File: config.mk
export PLATFORM = sky130hd
export DESIGN_NAME = pipe_hazard_ctrl
export DESIGN_NICKNAME = d
export VERILOG_FILES = /design/src/rtl/pipe_hazard_ctrl.sv
export SDC_FILE = /design/constraint.sdc
export NUM_CORES = 1
export LEC_CHECK = 0
export BUFFER_PORTS_ARGS = -buffer_cell sky130_fd_sc_hd__buf_4
export CORE_MARGIN = 1.5
export CORE_UTILIZATION = 44
export CTS_BUF_LIST = sky130_fd_sc_hd__clkbuf_16
export CTS_CLUSTER_DIAMETER = 120
export DETAILED_ROUTE_END_ITERATION = 7
export PLACE_DENSITY = 0.73
export SYNTH_ARGS = -nofsm -noshare
export SYNTH_HDL_FRONTEND = slang
export SYNTH_SLANG_ARGS = --single-unit
export TNS_END_PERCENT = 50
File: constraint.sdc
create_clock -name clk -period 2.55 [get_ports clk]
set_clock_uncertainty 0.2 [all_clocks]
set_input_delay 0.3825 -clock clk [delete_from_list [all_inputs] [get_ports clk]]
set_output_delay 0.3825 -clock clk [all_outputs]
set_load 0.03 [all_outputs]
File: src/rtl/pipe_hazard_ctrl.sv
// Hazard control for a 5-stage RISC-V pipeline: load-use stalls,
// EX redirect flushes, data-memory wait stalls with timeout.
module pipe_hazard_ctrl #(
  parameter int WAIT_MAX = 15,
  parameter int CNT_W    = 16
) (
  input  logic             clk,
  input  logic             reset,
  input  logic [4:0]       ifid_rs1,
  input  logic [4:0]       ifid_rs2,
  input  logic             ifid_uses_rs2,
  input  logic             idex_memread,
  input  logic [4:0]       idex_rd,
  input  logic             ex_redirect,
  input  logic             dmem_busy,
  output logic             pc_en,
  output logic             ifid_en,
  output logic             idex_en,
  output logic             exmem_en,
  output logic             ifid_flush,
  output logic             idex_flush,
  output logic             memwb_bubble,
  output logic [1:0]       state,
  output logic [CNT_W-1:0] stall_cnt,
  output logic [CNT_W-1:0] flush_cnt,
  output logic             timeout_err
);

  typedef enum logic [1:0] {
    RUN      = 2'd0,
    MEM_WAIT = 2'd1,
    ERROR    = 2'd2
  } state_t;

  localparam int WW = $clog2(WAIT_MAX + 1) + 1;
  localparam logic [WW-1:0] WMAX = WW'(WAIT_MAX);

  state_t          state_q, state_d;
  logic [WW-1:0]   wait_q, wait_d;
  logic            stall_inc, flush_inc, err_set;
  logic            load_use;

  assign load_use = idex_memread && (idex_rd != 5'd0) &&
                    ((idex_rd == ifid_rs1) ||
                     (ifid_uses_rs2 && (idex_rd == ifid_rs2)));

  assign state = state_q;

  always_comb begin
    pc_en        = 1'b1;
    ifid_en      = 1'b1;
    idex_en      = 1'b1;
    exmem_en     = 1'b1;
    ifid_flush   = 1'b0;
    idex_flush   = 1'b0;
    memwb_bubble = 1'b0;
    state_d      = state_q;
    wait_d       = wait_q;
    stall_inc    = 1'b0;
    flush_inc    = 1'b0;
    err_set      = 1'b0;
    if (reset) begin
      state_d = RUN;
      wait_d  = '0;
    end else begin
      case (state_q)
        ERROR: begin
          pc_en        = 1'b0;
          ifid_en      = 1'b0;
          idex_en      = 1'b0;
          exmem_en     = 1'b0;
          memwb_bubble = 1'b1;
        end
        RUN, MEM_WAIT: begin
          if (dmem_busy) begin
            pc_en        = 1'b0;
            ifid_en      = 1'b0;
            idex_en      = 1'b0;
            exmem_en     = 1'b0;
            memwb_bubble = 1'b1;
            stall_inc    = 1'b1;
            if (state_q == RUN) begin
              state_d = MEM_WAIT;
              wait_d  = WW'(1);
            end else if (wait_q == WMAX) begin
              state_d = ERROR;
              err_set = 1'b1;
            end else begin
              wait_d = wait_q + WW'(1);
            end
          end else begin
            // A finished wait resumes normal hazard handling this cycle
            state_d = RUN;
            wait_d  = '0;
            if (ex_redirect) begin
              ifid_flush = 1'b1;
              idex_flush = 1'b1;
              flush_inc  = 1'b1;
            end else if (load_use) begin
              pc_en      = 1'b0;
              ifid_en    = 1'b0;
              idex_flush = 1'b1;
              stall_inc  = 1'b1;
            end
          end
        end
        default: begin
          state_d = RUN;
          wait_d  = '0;
        end
      endcase
    end
  end

  always_ff @(posedge clk) begin
    if (reset) begin
      state_q     <= RUN;
      wait_q      <= '0;
      stall_cnt   <= '0;
      flush_cnt   <= '0;
      timeout_err <= 1'b0;
    end else begin
      state_q <= state_d;
      wait_q  <= wait_d;
      if (stall_inc && (stall_cnt != '1))
        stall_cnt <= stall_cnt + CNT_W'(1);
      if (flush_inc && (flush_cnt != '1))
        flush_cnt <= flush_cnt + CNT_W'(1);
      if (err_set)
        timeout_err <= 1'b1;
    end
  end

endmodule

==> results of run 1 <==
## synth_stat cells (2+ instances only)
cell type and n:
xnor2_1 18, or3_1 3, nand3_1 10, nand2b_1 3
ha_1 4, nor3_1 4, dfxtp_1 40, inv_1 10
or3_2 9, or4_1 3, buf_4 2, and2_1 4
clkbuf_1 3, nand4_1 12, o41ai_1 2, and3_1 6
o311ai_0 2, clkbuf_8 2, nand2_1 23, o21ai_0 13
a21oi_1 20, xor2_1 7, nor2_1 31, a31oi_1 2
nor2b_1 2
## power by group
part	total, mW	switching, mW	leakage, nW	internal [mW]
clock	0.711	0.252	0.0798	0.459
combinational	0.142	0.0769	0.739	0.0653
sequential	0.637	0.00674	0.323	0.630
## cell type report
| type | instances | area (um^2) |
|---|---|---|
| clock buffers | 5 | 125 |
| clock inverters | 3 | 42.5 |
| fillers | 437 | 1870 |
| inverters | 10 | 37.5 |
| multi-input cells | 196 | 1210 |
| flip-flops and latches | 40 | 801 |
| well taps | 54 | 67.6 |
| repair buffers | 70 | 538 |
## stage by stage
step,setup slack (ns),cell area (um^2)
detailed placement,0.198,2650
global route,0.104,2820
finish,0.268,2820
CTS,0.236,2820
floorplan,0.0448,2130
global placement,0.204,2650
## worst max-delay path by stage
stage | to | slack, ns | cells past startpoint
2_1_floorplan | idex_en | 0.04 | 4
3_3_place_gp | stall_cnt[1] | 0.20 | 8
3_5_place_dp | stall_cnt[1] | 0.20 | 8
4_1_cts | stall_cnt[5] | 0.24 | 8
5_1_grt | flush_cnt[12] | 0.10 | 7
6_report | stall_cnt[5] | 0.27 | 8
## state kept, by name, indices dropped and copies added, names as in the netlist
signal	cells
timeout_err	1
stall_cnt	16
state	2
wait_q	5
flush_cnt	16
## metal layers
layer	track usage (%)	vias up	part of all wire [%]
li1	-	1040	-
met1	25.6	968	44
met2	32.8	83	48
met3	4.58	11	6.7
met4	6.92	0	1.7
met5	0	-	0
## kinds of logic after synthesis
group / share of synthesized area, %
muxes: 0.471
DFF: 37.6
buffers and inverters: 5.76
adders and majority gates: 2.35
xor gates and xnor gates: 10.3
and+or+nand+nor: 29.0
AOI/OAI and AO/OA: 14.5
## cell usage in the layout (no fill, tap or decap), types with 2 or more instances in the layout
cell        n
dfxtp_1    40
and2_1      4
nand2b_1    3
o21ai_0    13
xnor2_1    18
or4_1       3
nor2b_1     2
ha_1        4
o311ai_0    2
or3_2       9
nand3_1    10
nand2_1    23
nor3_1      4
or3_1       3
nand4_1    12
o41ai_1     2
a21oi_1    20
nor2_1     31
and3_1      6
xor2_1      7
inv_1      10
clkbuf_16   5
buf_4      69
## worst min-delay path, stage by stage
cell and delay (ns):
buf_4 0.10, inv_1 0.09, nand2_1 0.09, nor2_1 0.05
==> key figures, run 1 <==
Place
  • HPWL after detailed placement: 3690 um
  • Final Wtd Congestion: 0.760
  • Port buffer count: 62
  • Placed Cells: 370

Logic synthesis
  • Seq/Total Area, Yosys: 37.6%
  • Ys async rst share: 0%
  • Post-synth top area cell: dfxtp_1
  • Top cell type's share of synthesized area: 37.6%
  • Synth top area cells: dfxtp_1, xnor2_1, nor2_1
  • FF+latch count, synth: 40
  • Unique masters post-synth: 45
  • Avg Cell Area, Syn: 8.34 um^2
  • Ys flop type: dfxtp_1
  • Area of the mapped netlist: 2130 um^2
  • Net Count, Synth: 280
  • YS warnings: 0
  • Post-synth EDFFs: 0
  • Post-synthesis instance total: 255

CTS
  • Hold_buf cts: 0
  • Post-CTS Setup Bufs: 0
  • H-Tree Depth: 2
  • Clk buf depth: 2
  • Sink Count: 40
  • Clock edge transition at the registers on the reported setup and hold paths: 0.06 ns
  • CTS tree: yes
  • Post-CTS sizing: 0
  • Root buffer cell: clkbuf_16
  • Inserted Clock Buffers: 5
  • Clk_lat worst skew: 0.29 ns

GRT
  • Gr ovfl total: 0
  • First-pass GRT wire length: 8310 um
  • Vias in the first global route: 1828
  • Largest net degree at the start of global routing: 37
  • Initial antenna violation count: 0
  • Total Routing Usage GR: 19.9%

Final layout
  • Ant. Diodes: 0
  • Final #Nets: 348
  • Core occupancy in the finished layout: 60.1%
  • Fin cells: 378
  • Area Overhead vs Synth: 32.6%
  • Share of layout cells above drive strength 1: 28.4%

Pwr
  • Max IR drop VDD: 326 uV
  • P per Cell Area: 528 nW/um^2
  • Final Total Pwr: 1.49 mW
  • Pleak: 1.14 nW

Detailed routing
  • Detailed Route Iter0 Violations: 105
  • WL per Instance: 13.5 um
  • Routed vias: 2102
  • Vias per inst: 5.56
  • 1st-pass router iterations: 4
  • Residual DRC: 0
  • ANT nets after route: 0
  • Drt total wl: 5120 um

Flow run
  • Max-capacitance violation count: 0

Outcome
  • Status: complete, no violations

Floorplanning
  • # IOs: 63
  • Starting Density: 45.3%
  • Site Rows: 25
  • Die Area: 5260 um^2
  • Die height: 72.5 um
  • Core area: 4690 um^2
  • Die width: 72.5 um

Worst setup path
  • Worst path top cell family by delay: simple AND/OR/NAND/NOR gates
  • Reg-to-Reg Start: stall_cnt[1]
  • Startpoint Class: register
  • R2r setup slk: 0.27 ns
  • Critical path required time: 2.52 ns
  • Worst Path Max Fanout: 26
  • R2R depth: 8
  • Crit path from: stall_cnt[1]
  • Worst Path Buf+Inv: 1
  • Arr. time, crit path: 2.25 ns
  • Reg-to-reg endpoint: stall_cnt[5]
  • Crit. End Element: register
  • Class of the most critical setup path: reg -> reg
  • Slowest stage delay, CP: 0.41 ns
  • Crit path cell chain: ha_1 > nand4_1 > nor4_2 > nor2_1 > a31oi_4 > buf_12 > o311ai_0 > o41ai_1
  • Crit path max-delay cell type: dfxtp_1

Timing
  • Final min period: 2.28 ns
  • Final Hold Viols: 0
  • Slew margin rel.: 59.0%
  • Setup TNS Final: 0 ns
  • Least-Margin Pin Slew: 0.613 ns
  • RSZ-0062 raised after global routing: no
  • Fmax: 0.438 GHz
  • Slew Viols, Final: 0
  • Crit share post-route: 89.5%
  • Setup Viol. Count Final: 0
  • WHS: 0.264 ns

Min path
  • Worst Hold Path EP: wait_q[2]
  • HP Class: in -> reg
  • Hold Path Depth: 4
  • Hold path start: reset
Power figures use the tool's default switching activity.
==> run 2: changes to the inputs <==
--- a/config.mk
+++ b/config.mk
@@ -6,12 +6,14 @@
 export NUM_CORES = 1
 export LEC_CHECK = 0
 export BUFFER_PORTS_ARGS = -buffer_cell sky130_fd_sc_hd__buf_4
+export CELL_PAD_IN_SITES_DETAIL_PLACEMENT = 1
+export CELL_PAD_IN_SITES_GLOBAL_PLACEMENT = 2
 export CORE_MARGIN = 1.5
-export CORE_UTILIZATION = 44
+export CORE_UTILIZATION = 29
 export CTS_BUF_LIST = sky130_fd_sc_hd__clkbuf_16
 export CTS_CLUSTER_DIAMETER = 120
 export DETAILED_ROUTE_END_ITERATION = 7
-export PLACE_DENSITY = 0.73
+export PLACE_DENSITY = 0.82
 export SYNTH_ARGS = -nofsm -noshare
 export SYNTH_HDL_FRONTEND = slang
 export SYNTH_SLANG_ARGS = --single-unit
==> run 2 against run 1 <==
Final cell count rose by 12%. Design area rose by 2.1%. Sequential power barely moved. Wire length rose by 16%. Worst hold slack got worse by 0.099 ns. Clock power barely moved. Setup slack got worse by 0.0032 ns. Sequential cell count did not move. Combinational power barely moved.
==> key figures, run 2 (synthesis results as in run 1) <==
Timing
  • Final min period: 2.28 ns (about the same)
  • Setup Viol. Count Final: 0 (unchanged)
  • Slew margin rel.: 59.8% (was 59.0%)
  • Least-Margin Pin Slew: 0.600 ns (was 0.613 ns)
  • Post-layout worst setup margin: 0.265 ns (was 0.268 ns)
  • Setup TNS Final: 0 ns (unchanged)
  • Final Hold Viols: 0 (unchanged)
  • RSZ-0062 raised after global routing: no (unchanged)
  • Slew Viols, Final: 0 (unchanged)
  • Crit share post-route: 89.6% (was 89.5%)
  • Fmax: 0.438 GHz (about the same)

GRT
  • Gr ovfl total: 0 (unchanged)
  • Vias in the first global route: 2016 (was 1828)
  • First-pass GRT wire length: 9650 um (was 8310 um)
  • Largest net degree at the start of global routing: 29 (was 37)
  • Initial antenna violation count: 0 (unchanged)
  • Total Routing Usage GR: 15.8% (was 19.9%)

Detailed routing
  • Detailed Route Iter0 Violations: 54 (was 105)
  • ANT nets after route: 0 (unchanged)
  • Routed vias: 2091 (was 2102)
  • Residual DRC: 0 (unchanged)
  • Drt total wl: 5920 um (was 5120 um)
  • 1st-pass router iterations: 4 (unchanged)
  • WL per Instance: 14.0 um (was 13.5 um)
  • Vias per inst: 4.93 (was 5.56)

Place
  • Port buffer count: 62 (unchanged)
  • Post-placement worst setup slack: 0.152 ns (was 0.198 ns)
  • Placed Cells: 416 (was 370)
  • Final Wtd Congestion: 0.773 (was 0.760)
  • HPWL after detailed placement: 4470 um (was 3690 um)
  • Placed inst area: 2720 um^2 (was 2650 um^2)

Min path
  • Hold path start: reset (unchanged)
  • HP Class: in -> reg (unchanged)
  • Worst Hold Path EP: stall_cnt[15] (was wait_q[2])
  • Hold Path Depth: 2 (was 4)

Worst setup path
  • Critical path required time: 2.52 ns (about the same)
  • R2r setup slk: 0.27 ns (about the same)
  • Startpoint Class: register (unchanged)
  • Reg-to-Reg Start: flush_cnt[0] (was stall_cnt[1])
  • Class of the most critical setup path: reg -> reg (unchanged)
  • Crit. End Element: register (unchanged)
  • R2R depth: 7 (was 8)
  • Arr. time, crit path: 2.25 ns (about the same)
  • Worst Path Max Fanout: 10 (was 26)
  • Reg-to-reg endpoint: flush_cnt[8] (was stall_cnt[5])

Floorplanning
  • Site Rows: 31 (was 25)
  • Starting Density: 29.6% (was 45.3%)
  • Core area: 7180 um^2 (was 4690 um^2)
  • # IOs: 63 (unchanged)
  • Die height: 88.6 um (was 72.5 um)
  • Die Area: 7860 um^2 (was 5260 um^2)
  • Die width: 88.6 um (was 72.5 um)

CTS
  • Root buffer cell: clkbuf_16 (unchanged)
  • H-Tree Depth: 2 (unchanged)
  • Clk_lat worst skew: 0.29 ns (about the same)
  • Clk buf depth: 2 (unchanged)
  • CTS tree: yes (unchanged)
  • Clock edge transition at the registers on the reported setup and hold paths: 0.06 ns (about the same)
  • Inserted Clock Buffers: 5 (unchanged)
  • Hold_buf cts: 0 (unchanged)
  • Post-CTS Setup Bufs: 0 (unchanged)
  • Sink Count: 40 (unchanged)
  • Post-CTS sizing: 0 (unchanged)

Final layout
  • Post-route cell area: 2880 um^2 (was 2820 um^2)
  • Ant. Diodes: 0 (unchanged)
  • # fillers: 859 (was 437)
  • Fin cells: 424 (was 378)
  • Share of layout cells above drive strength 1: 28.0% (was 28.4%)
  • Most frequent cells in the layout: buf_4, dfxtp_1, nor2_1, nand2_1, a21oi_1 (unchanged)
  • Final #Nets: 349 (was 348)
  • Top Registers: flush_cnt: 16 flops, stall_cnt: 16 flops, wait_q: 5 flops (unchanged)
  • Commonest non-fill, non-tap cell in the layout: buf_4 (unchanged)
  • Area Overhead vs Synth: 35.4% (was 32.6%)

Pwr
  • Max IR drop VDD: 228 uV (was 326 uV)
  • Pleak: 1.14 nW (about the same)
  • P per Cell Area: 518 nW/um^2 (was 528 nW/um^2)
  • Final Total Pwr: 1.49 mW (about the same)

Flow run
  • Max-capacitance violation count: 0 (unchanged)

Outcome
  • Status: complete, no violations (unchanged)
==> run 2: per-layer routing <==
metal / global-route usage, % / wire length [um] / vias to the layer above
met5: 0 / 0 / -
met1: 19.9 / 2700 / 997
met2: 27.1 / 2850 / 44
met3: 3.17 / 285 / 5
li1: - / - / 1045
met4: 4.83 / 76 / 0
==> run 2: cell type report <==
cell class	instances	area (um^2)	area share, %
clock inverters	3	37.5	1.30
multi-input cells	196	1210	42.0
flip-flops and latches	40	801	27.8
well taps	99	124	4.30
repair buffers	71	546	18.9
inverters	10	37.5	1.30
clock buffers	5	125	4.34
==> run 2: worst max-delay path by stage <==
| stage | from | to | slack [ns] | cells past startpoint |
|---|---|---|---|---|
| final | flush_cnt[0] | flush_cnt[8] | 0.27 | 7 |
| after detailed placement | idex_rd[1] | stall_cnt[1] | 0.15 | 8 |
| after global placement | idex_rd[1] | stall_cnt[1] | 0.21 | 8 |
| after CTS | stall_cnt[4] | stall_cnt[1] | 0.25 | 7 |
| after global routing | flush_cnt[0] | flush_cnt[8] | 0.001 | 7 |
| after floorplan | state[1] | idex_en | 0.04 | 4 |
==> run 2: through the flow <==
step           utilization, %  hold slack, ns
2_1_floorplan               -           0.257
3_3_place_gp             37.9           0.264
3_5_place_dp             37.9           0.267
4_1_cts                  40.1           0.169
5_1_grt                  40.1           0.186
6_report                 40.1           0.165
==> run 2: power breakdown <==
part | total, mW | internal, mW | leakage, nW | switching [mW]
combinational | 0.143 | 0.0660 | 0.743 | 0.0769
clock | 0.713 | 0.455 | 0.0789 | 0.258
sequential | 0.638 | 0.630 | 0.323 | 0.00721
==> run 2: worst max-delay path: stages, from the launching register on <==
cell and delay [ns]:
dfxtp_1 0.40, ha_1 0.23, nand4_1 0.13, nor4_1 0.45
nor2_1 0.29, and4_1 0.30, xnor2_1 0.13, nor2_1 0.05
